## src/rtl/idma_pkg.sv

```systemverilog
// Shared types and widths for the iDMA write-channel scheduler.
package idma_pkg;

  typedef enum logic [2:0] {
    S_IDLE,
    S_GRANT,
    S_INIT,
    S_PUSH,
    S_WAIT,
    S_DONE
  } wr_sched_st_e;

  localparam int IDMA_ADDR_W   = 32;
  localparam int IDMA_LEN_W    = 32;
  localparam int IDMA_OUTSTD_W = 4;

endpackage

```

## src/rtl/idma_rr_arb.sv

```systemverilog
// Combinational round-robin picker: first requester at or after ptr_i, wrapping modulo N.
module idma_rr_arb #(
  parameter int N = 4,
  parameter int W = $clog2(N)
) (
  input  logic [N-1:0] req_i,
  input  logic [W-1:0] ptr_i,
  output logic [N-1:0] gnt_o,
  output logic [W-1:0] idx_o,
  output logic         any_o
);

  logic [W-1:0] cand;

  always_comb begin
    gnt_o = '0;
    idx_o = '0;
    any_o = 1'b0;
    cand  = '0;
    for (int i = 0; i < N; i++) begin
      cand = W'((int'(ptr_i) + i) % N);
      if (!any_o && req_i[cand]) begin
        any_o       = 1'b1;
        idx_o       = cand;
        gnt_o[cand] = 1'b1;
      end
    end
  end

endmodule

```

## src/rtl/idma_wr_chn_sched.sv

```systemverilog
// Round-robin scheduler sharing one AXI write engine among NUM_CH iDMA write channels.
module idma_wr_chn_sched
  import idma_pkg::*;
#(
  parameter int          NUM_CH  = 4,
  parameter logic [15:0] DONE_TO = 16'hFFFF,
  localparam int         CHW     = $clog2(NUM_CH)
) (
  input  logic                                aclk,
  input  logic                                aresetn,
  input  logic [NUM_CH-1:0]                   ch_req,
  input  logic [NUM_CH*IDMA_ADDR_W-1:0]       ch_addr,
  input  logic [NUM_CH*IDMA_LEN_W-1:0]        ch_num_word,
  input  logic [NUM_CH*IDMA_OUTSTD_W-1:0]     ch_outstd,
  input  logic [NUM_CH-1:0]                   ch_outstd_en,
  input  logic [NUM_CH-1:0]                   ch_cross4k_en,
  output logic [NUM_CH-1:0]                   ch_gnt,
  output logic [NUM_CH-1:0]                   ch_done,
  output logic                                ch_err,
  output logic                                wr_cfg_init,
  output logic                                wr_cfg_ready,
  output logic [IDMA_OUTSTD_W-1:0]            wr_cfg_outstd,
  output logic                                wr_cfg_outstd_en,
  output logic                                wr_cfg_cross4k_en,
  output logic                                cmd_push,
  output logic [IDMA_ADDR_W-1:0]              cmd_addr,
  output logic [IDMA_LEN_W-1:0]               cmd_num_word,
  input  logic                                cmd_full,
  input  logic                                write_all_done,
  output logic                                busy,
  output logic [CHW-1:0]                      cur_ch
);

  wr_sched_st_e              state_q, state_d;
  logic [CHW-1:0]            rr_ptr_q, rr_ptr_d;
  logic [CHW-1:0]            cur_ch_q, cur_ch_d;
  logic [IDMA_ADDR_W-1:0]    addr_q, addr_d;
  logic [IDMA_LEN_W-1:0]     num_word_q, num_word_d;
  logic [IDMA_OUTSTD_W-1:0]  outstd_q, outstd_d;
  logic                      outstd_en_q, outstd_en_d;
  logic                      cross4k_q, cross4k_d;
  logic                      err_q, err_d;
  logic [15:0]               to_cnt_q, to_cnt_d;

  logic [NUM_CH-1:0]         arb_gnt;
  logic [CHW-1:0]            arb_idx;
  logic                      arb_any;

  logic [IDMA_ADDR_W-1:0]    addr_a     [NUM_CH];
  logic [IDMA_LEN_W-1:0]     num_word_a [NUM_CH];
  logic [IDMA_OUTSTD_W-1:0]  outstd_a   [NUM_CH];

  for (genvar g = 0; g < NUM_CH; g++) begin : g_unpack
    assign addr_a[g]     = ch_addr[g*IDMA_ADDR_W +: IDMA_ADDR_W];
    assign num_word_a[g] = ch_num_word[g*IDMA_LEN_W +: IDMA_LEN_W];
    assign outstd_a[g]   = ch_outstd[g*IDMA_OUTSTD_W +: IDMA_OUTSTD_W];
  end

  idma_rr_arb #(
    .N (NUM_CH),
    .W (CHW)
  ) u_arb (
    .req_i (ch_req),
    .ptr_i (rr_ptr_q),
    .gnt_o (arb_gnt),
    .idx_o (arb_idx),
    .any_o (arb_any)
  );

  always_comb begin
    state_d     = state_q;
    rr_ptr_d    = rr_ptr_q;
    cur_ch_d    = cur_ch_q;
    addr_d      = addr_q;
    num_word_d  = num_word_q;
    outstd_d    = outstd_q;
    outstd_en_d = outstd_en_q;
    cross4k_d   = cross4k_q;
    err_d       = err_q;
    to_cnt_d    = to_cnt_q;
    ch_gnt      = '0;
    ch_done     = '0;
    ch_err      = 1'b0;
    wr_cfg_init = 1'b0;
    cmd_push    = 1'b0;

    unique case (state_q)
      S_IDLE: begin
        if (|ch_req) state_d = S_GRANT;
      end
      // A request withdrawn before this cycle simply falls back to IDLE.
      S_GRANT: begin
        if (arb_any) begin
          ch_gnt      = arb_gnt;
          cur_ch_d    = arb_idx;
          addr_d      = addr_a[arb_idx];
          num_word_d  = num_word_a[arb_idx];
          outstd_d    = outstd_a[arb_idx];
          outstd_en_d = ch_outstd_en[arb_idx];
          cross4k_d   = ch_cross4k_en[arb_idx];
          rr_ptr_d    = (arb_idx == CHW'(NUM_CH - 1)) ? '0 : arb_idx + 1'b1;
          if (num_word_a[arb_idx] == '0) begin
            err_d   = 1'b1;
            state_d = S_DONE;
          end else begin
            err_d   = 1'b0;
            state_d = S_INIT;
          end
        end else begin
          state_d = S_IDLE;
        end
      end
      S_INIT: begin
        wr_cfg_init = 1'b1;
        state_d     = S_PUSH;
      end
      S_PUSH: begin
        if (!cmd_full) begin
          cmd_push = 1'b1;
          to_cnt_d = '0;
          state_d  = S_WAIT;
        end
      end
      // Completion is only looked at from the cycle after the push onward.
      S_WAIT: begin
        if (write_all_done) begin
          state_d = S_DONE;
        end else if ((DONE_TO != 16'd0) && (to_cnt_q == DONE_TO - 16'd1)) begin
          err_d   = 1'b1;
          state_d = S_DONE;
        end else if (to_cnt_q != 16'hFFFF) begin
          to_cnt_d = to_cnt_q + 16'd1;
        end
      end
      S_DONE: begin
        ch_done[cur_ch_q] = 1'b1;
        ch_err            = err_q;
        state_d           = S_IDLE;
      end
      default: state_d = S_IDLE;
    endcase
  end

  always_ff @(posedge aclk or negedge aresetn) begin
    if (!aresetn) begin
      state_q     <= S_IDLE;
      rr_ptr_q    <= '0;
      cur_ch_q    <= '0;
      addr_q      <= '0;
      num_word_q  <= '0;
      outstd_q    <= '0;
      outstd_en_q <= 1'b0;
      cross4k_q   <= 1'b0;
      err_q       <= 1'b0;
      to_cnt_q    <= '0;
    end else begin
      state_q     <= state_d;
      rr_ptr_q    <= rr_ptr_d;
      cur_ch_q    <= cur_ch_d;
      addr_q      <= addr_d;
      num_word_q  <= num_word_d;
      outstd_q    <= outstd_d;
      outstd_en_q <= outstd_en_d;
      cross4k_q   <= cross4k_d;
      err_q       <= err_d;
      to_cnt_q    <= to_cnt_d;
    end
  end

  assign wr_cfg_ready      = (state_q == S_INIT) || (state_q == S_PUSH) || (state_q == S_WAIT);
  assign wr_cfg_outstd     = outstd_q;
  assign wr_cfg_outstd_en  = outstd_en_q;
  assign wr_cfg_cross4k_en = cross4k_q;
  assign cmd_addr          = addr_q;
  assign cmd_num_word      = num_word_q;
  assign busy              = (state_q != S_IDLE);
  assign cur_ch            = cur_ch_q;

endmodule

```

## config.mk

```make
export PLATFORM = sky130hd
export DESIGN_NAME = idma_wr_chn_sched
export DESIGN_NICKNAME = d
export VERILOG_FILES = /design/src/rtl/idma_pkg.sv /design/src/rtl/idma_rr_arb.sv /design/src/rtl/idma_wr_chn_sched.sv
export SDC_FILE = /design/constraint.sdc
export NUM_CORES = 1
export LEC_CHECK = 0
export CAP_MARGIN = 20
export CORE_ASPECT_RATIO = 0.8
export CORE_MARGIN = 8
export CORE_UTILIZATION = 44
export DETAILED_ROUTE_END_ITERATION = 8
export PLACE_DENSITY = 0.87
export SYNTH_ARGS = -nofsm -noshare
export SYNTH_HDL_FRONTEND = slang
export SYNTH_SLANG_ARGS = --single-unit
export TNS_END_PERCENT = 50
```

## constraint.sdc

```tcl
create_clock -name aclk -period 11.8 [get_ports aclk]
set_input_delay 1.18 -clock aclk [delete_from_list [all_inputs] [get_ports aclk]]
set_output_delay 1.18 -clock aclk [all_outputs]
set_load 0.02 [all_outputs]
```

==> results.toml, run 1 <==
[finish]
fin_nets = 1665
regArea_um2 = 2354
syn_to_final_growth_pct = 55.80
fill_cells = 1397
drive_gt1_share_pct = 4.665
antenna_cells = 0
multiInputGateArea_um2 = 4656

[global_route]
antenna_found_initial = 0
grt_pass1_wl_mm = 49.51
grt_max_degree = 112
grt_use_total_pct = 29.17
grt_pass1_vias = 8888
grt-ovfl-total = 0

[worst_setup_path]
endpoint_kind = "register"
crit_path_start_kind = "input pin"
r2r_cells = 14
critPathSlowestCell = "buf_4"
reg2reg_from = "rr_ptr_q[1]"
cp.buffers_inverters = 3
critical-path-max-stage-delay_ns = 0.80
required_ns = 12.03
critPathKind = "input pin to register"
critPathLaunch = "ch_req[3]"
r2r_slack_ns = 6.26
cp_max_fo = 109
path_cells = "clkdlybuf4s50_1 > mux4_2 > nor2_1 > a221oi_4 > buf_4 > buf_4 > mux4_2 > a211oi_1 > nand3_1 > nor4_1 > or4b_4 > a21o_1"
r2r-end = "state_q[1]"
path_delay_family = "buffers and inverters"
critPathArrivalTime_ns = 6.04

[clock_network]
holdBufCountCts = 0
post_cts_buffers = 0
cts_tree = "done"
clk_pin_slew_ns = 0.07
cts_buffers = 9
cts_resized = 0
htree_levels = 3
cts.path.max_buffers = 2
cts_root_buf = "clkbuf_16"
worstSkewPairLatency_ns = 0.34
cts.sinks = 94

[floorplan]
row_count = 42
ios = 373
die_w_um = 160.6
design.die.area_um2 = 21150
floorplan.initialDensity_pct = 44.76
core_um2 = 16450
die_h_um = 131.7

[sta]
period_share_pct = 49.28
hold_viol = 0
tns_ns = 0
clock.fmax_mhz = 172.0
finalClockSkew_ns = 0.006147
slew_viol_final = 0
layout_min_cycle_time_ns = 5.816
rsz0062_at_grt = "no"
slew_headroom_pct = 27.55
whs_ns = 0.4779
worstMarginPinSlew_ns = 1.078
setup_ws_ns = 5.985
setup_viol = 0

[drt]
vias_per_cell = 5.538
firstDrtPassIters = 5
routed_wl_mm = 31.97
drc = 0
wire_per_inst_um = 20.08
postRouteAntennaNets = 0
drt_iter0_drc = 749
vias = 8816

[yosys]
ys_types = 59
seq_area_frac_synth_pct = 31.95
synth_top_cell_area_share_pct = 31.95
syn_area_um2 = 7362
ys_seq_elements = 94
synth_top_area_cell = "dfrtp_1"
yosysMostFrequentCell = "nand2_1"
syn_nets = 1355
ys.flop_type = "dfrtp_1"
synth_commonest_cells = "nand2_1 (354), o21ai_0 (127), dfrtp_1 (94)"
ys_warn_count = 0
avgSynthCellArea_um2 = 6.965
synthArstFlopShare_pct = 100.0
synth-edff-count = 0
syn_inst = 1057
synth.area.top_cells = "dfrtp_1 (32%), nand2_1 (18%), o21ai_0 (8.6%)"

[pwr]
swShare_pct = 52.21
clockPowerShare_pct = 9.3
power_density_nw_per_um2 = 282.1
pwr-share-comb_pct = 73.2
internal_power_mw = 1.546
power.switching_mw = 1.689
pwr-share-seq_pct = 17.5
p_leak_nw = 4.847
ir_worst_vdd_mv = 0.1843

[run]
maxCapViolCount = 0

[run_status]
status = "completed"

[place]
post-place-ws_ns = 5.725
port_buffers = 372
place.gp.congestion = 0.9726
place_hpwl_mm = 25.05

[min_path]
hold_path_end = "cmd_num_word[12]"
hold_class = "register to register"
worstHoldPathCells = 2
hold_start = "cmd_num_word[12]"
==> layout by cell type, fill, tap and decap left out, types with 2 or more instances in the layout <==
cell type / instances
clkdlybuf4s50_1: 371
nand2_1: 354
o21ai_0: 127
dfrtp_1: 93
nand3_1: 86
nor2_1: 56
a21oi_1: 40
nand4_1: 26
mux2i_1: 22
mux2_2: 16
and4b_1: 12
buf_4: 12
nor3_1: 11
inv_1: 11
ha_1: 10
xor2_1: 9
clkbuf_16: 9
a211oi_1: 8
mux4_2: 6
a221o_1: 6
or3_1: 5
xnor2_1: 5
and3_1: 5
nand4b_1: 4
a21o_1: 4
inv_6: 4
o22ai_1: 3
nor4_1: 3
or4_1: 3
and2_1: 3
o221ai_1: 3
a31oi_1: 3
o21ai_1: 3
nor2b_1: 3
o21ai_4: 3
a311oi_1: 2
o32a_1: 2
o211a_1: 2
==> per-layer routing <==
| layer | GRT usage [%] | vias to the layer above | routed length (µm) |
|---|---|---|---|
| met5 | 0 | - | 0 |
| met4 | 12.23 | 0 | 1275 |
| met3 | 8.333 | 75 | 2656 |
| met2 | 50.70 | 407 | 15860 |
| met1 | 32.93 | 4069 | 12170 |
| li1 | - | 4265 | - |
==> worst reg2reg max path: cells and delay by family (launching register included) <==
family                   cells  cell delay [ns]
AO/OA/AOI/OAI                5             1.39
buffers and inverters        3             1.38
AND/OR/NAND/NOR              4             0.98
flip-flops                   1             0.69
adder cells (fa/ha/maj)      1             0.57
multiplexers                 1             0.43
==> registers in the layout (all words and copies together), names as in the netlist <==
| register | cells |
|---|---|
| cmd_addr | 32 |
| cmd_num_word | 32 |
| cur_ch | 2 |
| err_q | 1 |
| rr_ptr_q | 2 |
| state_q | 3 |
| to_cnt_q | 16 |
| wr_cfg_cross4k_en | 1 |
| wr_cfg_outstd | 4 |
| wr_cfg_outstd_en | 1 |
==> how the worst max path moves through the flow <==
stage / end / cells after the start
floorplan: ch_gnt[0] / 11
global placement: state_q[1] / 12
detailed placement: state_q[1] / 12
CTS: state_q[1] / 12
global route: state_q[1] / 12
finish: state_q[1] / 12
==> power groups by stage <==
stage | Clock [mW] | Combinational, mW | Sequential, mW
final | 0.301 | 2.37 | 0.566
after global placement | 0 | 2.29 | 0.565
after detailed placement | 0 | 2.33 | 0.568
after floorplan | 0 | 1.42 | 0.688
after global routing | 0.321 | 2.60 | 0.582
after CTS | 0.306 | 2.34 | 0.565
==> stage by stage <==
stage	total power [mW]	instances	area (µm²)	utilization [%]
after floorplan	2.107	1057	7362	-
after global placement	2.858	1575	11130	67.69
after detailed placement	2.903	1575	11130	67.69
after CTS	3.212	1591	11440	69.56
after global routing	3.501	1592	11470	69.73
final	3.235	1592	11470	69.73
==> cells by family after synthesis <==
| group | share of synthesized area, % |
|---|---|
| AND/OR/NAND/NOR | 34.86 |
| AO/OA/AOI/OAI | 17.01 |
| buffers and inverters | 5.354 |
| flip-flops | 31.95 |
| multiplexers | 7.461 |
| XOR/XNOR | 1.666 |
| adder cells (fa/ha/maj) | 1.700 |
==> final cells by class <==
cell class / instances / area share, %
tap: 220 / 2.400
clock buffer: 9 / 1.964
inverter: 12 / 0.3927
timing repair buffer: 384 / 33.40
sequential: 94 / 20.52
clock inverter: 7 / 0.7309
multi-input combinational: 866 / 40.59
No activity file was read; power rests on OpenSTA's default activity.
==> run 2, diff against run 1 <==
CORE_UTILIZATION = 37   (was 44)
PLACE_DENSITY = 0.78   (was 0.87)
clock period = 4.8 ns   (was 11.8 ns; I/O delays follow)
==> results.toml, run 2 (synthesis results as in run 1) <==
[sta]
layout_min_cycle_time_ns = 4.525
period_share_pct = 94.26
slew_headroom_pct = 30.13
hold_viol = 0
clock.fmax_mhz = 221.0
tns_ns = 0
setup_viol = 0
worstMarginPinSlew_ns = 1.041
rsz0062_at_grt = "no"
slew_viol_final = 0
finalClockSkew_ns = 0.007070

[finish]
layout_commonest_cell = "clkdlybuf4s50_1"
syn_to_final_growth_pct = 57.87
fin_cells = 1656
fin_nets = 1680
final_cell_mix = "clkdlybuf4s50_1 (371), nand2_1 (354), o21ai_0 (127)"
fill_cells = 1856
drive_gt1_share_pct = 5.696

[global_route]
grt.busiest_layer = "met2"
antenna_found_initial = 5
grt-ovfl-total = 0
grt_use_total_pct = 23.99
grt_pass1_wl_mm = 47.21
grt_pass1_vias = 8191
met2_usage_pct = 37.65
grt_max_degree = 61
use_met1_pct = 30.34
use_met3_pct = 7.664

[floorplan]
core_um2 = 19680
die_h_um = 142.2
row_count = 46
design.die.area_um2 = 24700
floorplan.initialDensity_pct = 37.40
die_w_um = 173.7
ios = 373

[worst_setup_path]
critPathArrivalTime_ns = 4.76
cp_max_fo = 19
endpoint_kind = "register"
crit_path_start_kind = "register"
critPathKind = "register to register"
required_ns = 5.03

[drt]
drt_iter0_drc = 924
firstDrtPassIters = 5
postRouteAntennaNets = 0
vias = 8725
routed_wl_mm = 31.03
vias_per_cell = 5.269
drc = 0
wire_per_inst_um = 18.74

[run]
maxCapViolCount = 0

[min_path]
hold_class = "input pin to async pin"

[clock_network]
cts_buffers = 9
clk_pin_slew_ns = 0.07
cts_tree = "done"
holdBufCountCts = 0
htree_levels = 3
post_cts_buffers = 0
cts.sinks = 94
worstSkewPairLatency_ns = 0.34
cts_root_buf = "clkbuf_16"
cts_resized = 0
cts.path.max_buffers = 2

[place]
placedCellCount = 1633
port_buffers = 372
place.gp.congestion = 0.9436
place_hpwl_mm = 24.87

[run_status]
status = "completed"

[pwr]
ir_worst_vdd_mv = 0.3433
power_density_nw_per_um2 = 683.3
p_leak_nw = 4.911
power_mw = 7.942
==> run 2: changes by cell type in the layout (fill, tap and decap cells not counted), moves of 3 or more <==
cell | previous run | this run
buf_4 | 12 | 26
clkinv_2 | 0 | 3
diode_2 | 0 | 5
inv_6 | 4 | 1
==> run 2: worst paths after layout <==
| check | startpoint | endpoint | slack [ns] | cells after the start |
|---|---|---|---|---|
| hold / removal | aresetn | cmd_addr[6] | 0.19 | 1 |
| max in group asynchronous | aresetn | cmd_addr[25] | 3.63 | 2 |
| setup / recovery | rr_ptr_q[1] | state_q[1] | 0.28 | 11 |
| hold reg to reg | cmd_num_word[4] | cmd_num_word[4] | 0.48 | 2 |
| setup reg to reg | rr_ptr_q[1] | state_q[1] | 0.28 | 11 |
| min in group aclk | cmd_num_word[4] | cmd_num_word[4] | 0.48 | 2 |
==> run 2: area by class of cell <==
class                           instances  area, µm²  share of cell area [%]
Antenna cell                            5      12.51                  0.1077
Clock buffer                            9      225.2                   1.938
Clock inverter                          7      72.57                  0.6244
Inverter                               12      45.04                  0.3876
Multi-Input combinational cell        866       4656                   40.06
Sequential cell                        94       2354                   20.25
Tap cell                              264      330.3                   2.842
Timing Repair Buffer                  399       3928                   33.79
==> run 2: stage by stage <==
| step | utilization, % | setup WS (ns) | hold WS [ns] | cell area, µm² |
|---|---|---|---|---|
| 5_1_grt | 59.05 | 0.06861 | 0.2495 | 11620 |
| 3_5_place_dp | 57.37 | 0.1075 | 0.4620 | 11290 |
| 2_1_floorplan | - | 0.7890 | 0.1844 | 7362 |
| 3_3_place_gp | 57.37 | 0.2609 | 0.4604 | 11290 |
| 6_report | 59.05 | 0.2753 | 0.1939 | 11620 |
| 4_1_cts | 58.89 | 0.3406 | 0.2262 | 11590 |
==> run 2: where the power goes <==
part / switching (mW) / internal (mW)
registers: 0.206 / 1.15
logic: 3.57 / 2.30
clock network: 0.313 / 0.407
==> run 2: layer usage <==
layer  vias to the layer above  wire [µm]
li1                       4310          -
met1                      3955      12880
met2                       396      14350
met3                        64       2647
met4                         0       1149
met5                         -          0
==> run 2: critical path: stages (launching register included) <==
cell and delay [ns]:
dfrtp_1 0.36, inv_2 0.08, ha_1 0.53, mux4_2 0.51, o21ai_1 0.85, o21ai_4 0.38, nor3_1 0.25, nor2_1 0.08
o32a_1 0.35, nor4_1 0.28, or4b_4 0.55, a21o_1 0.20
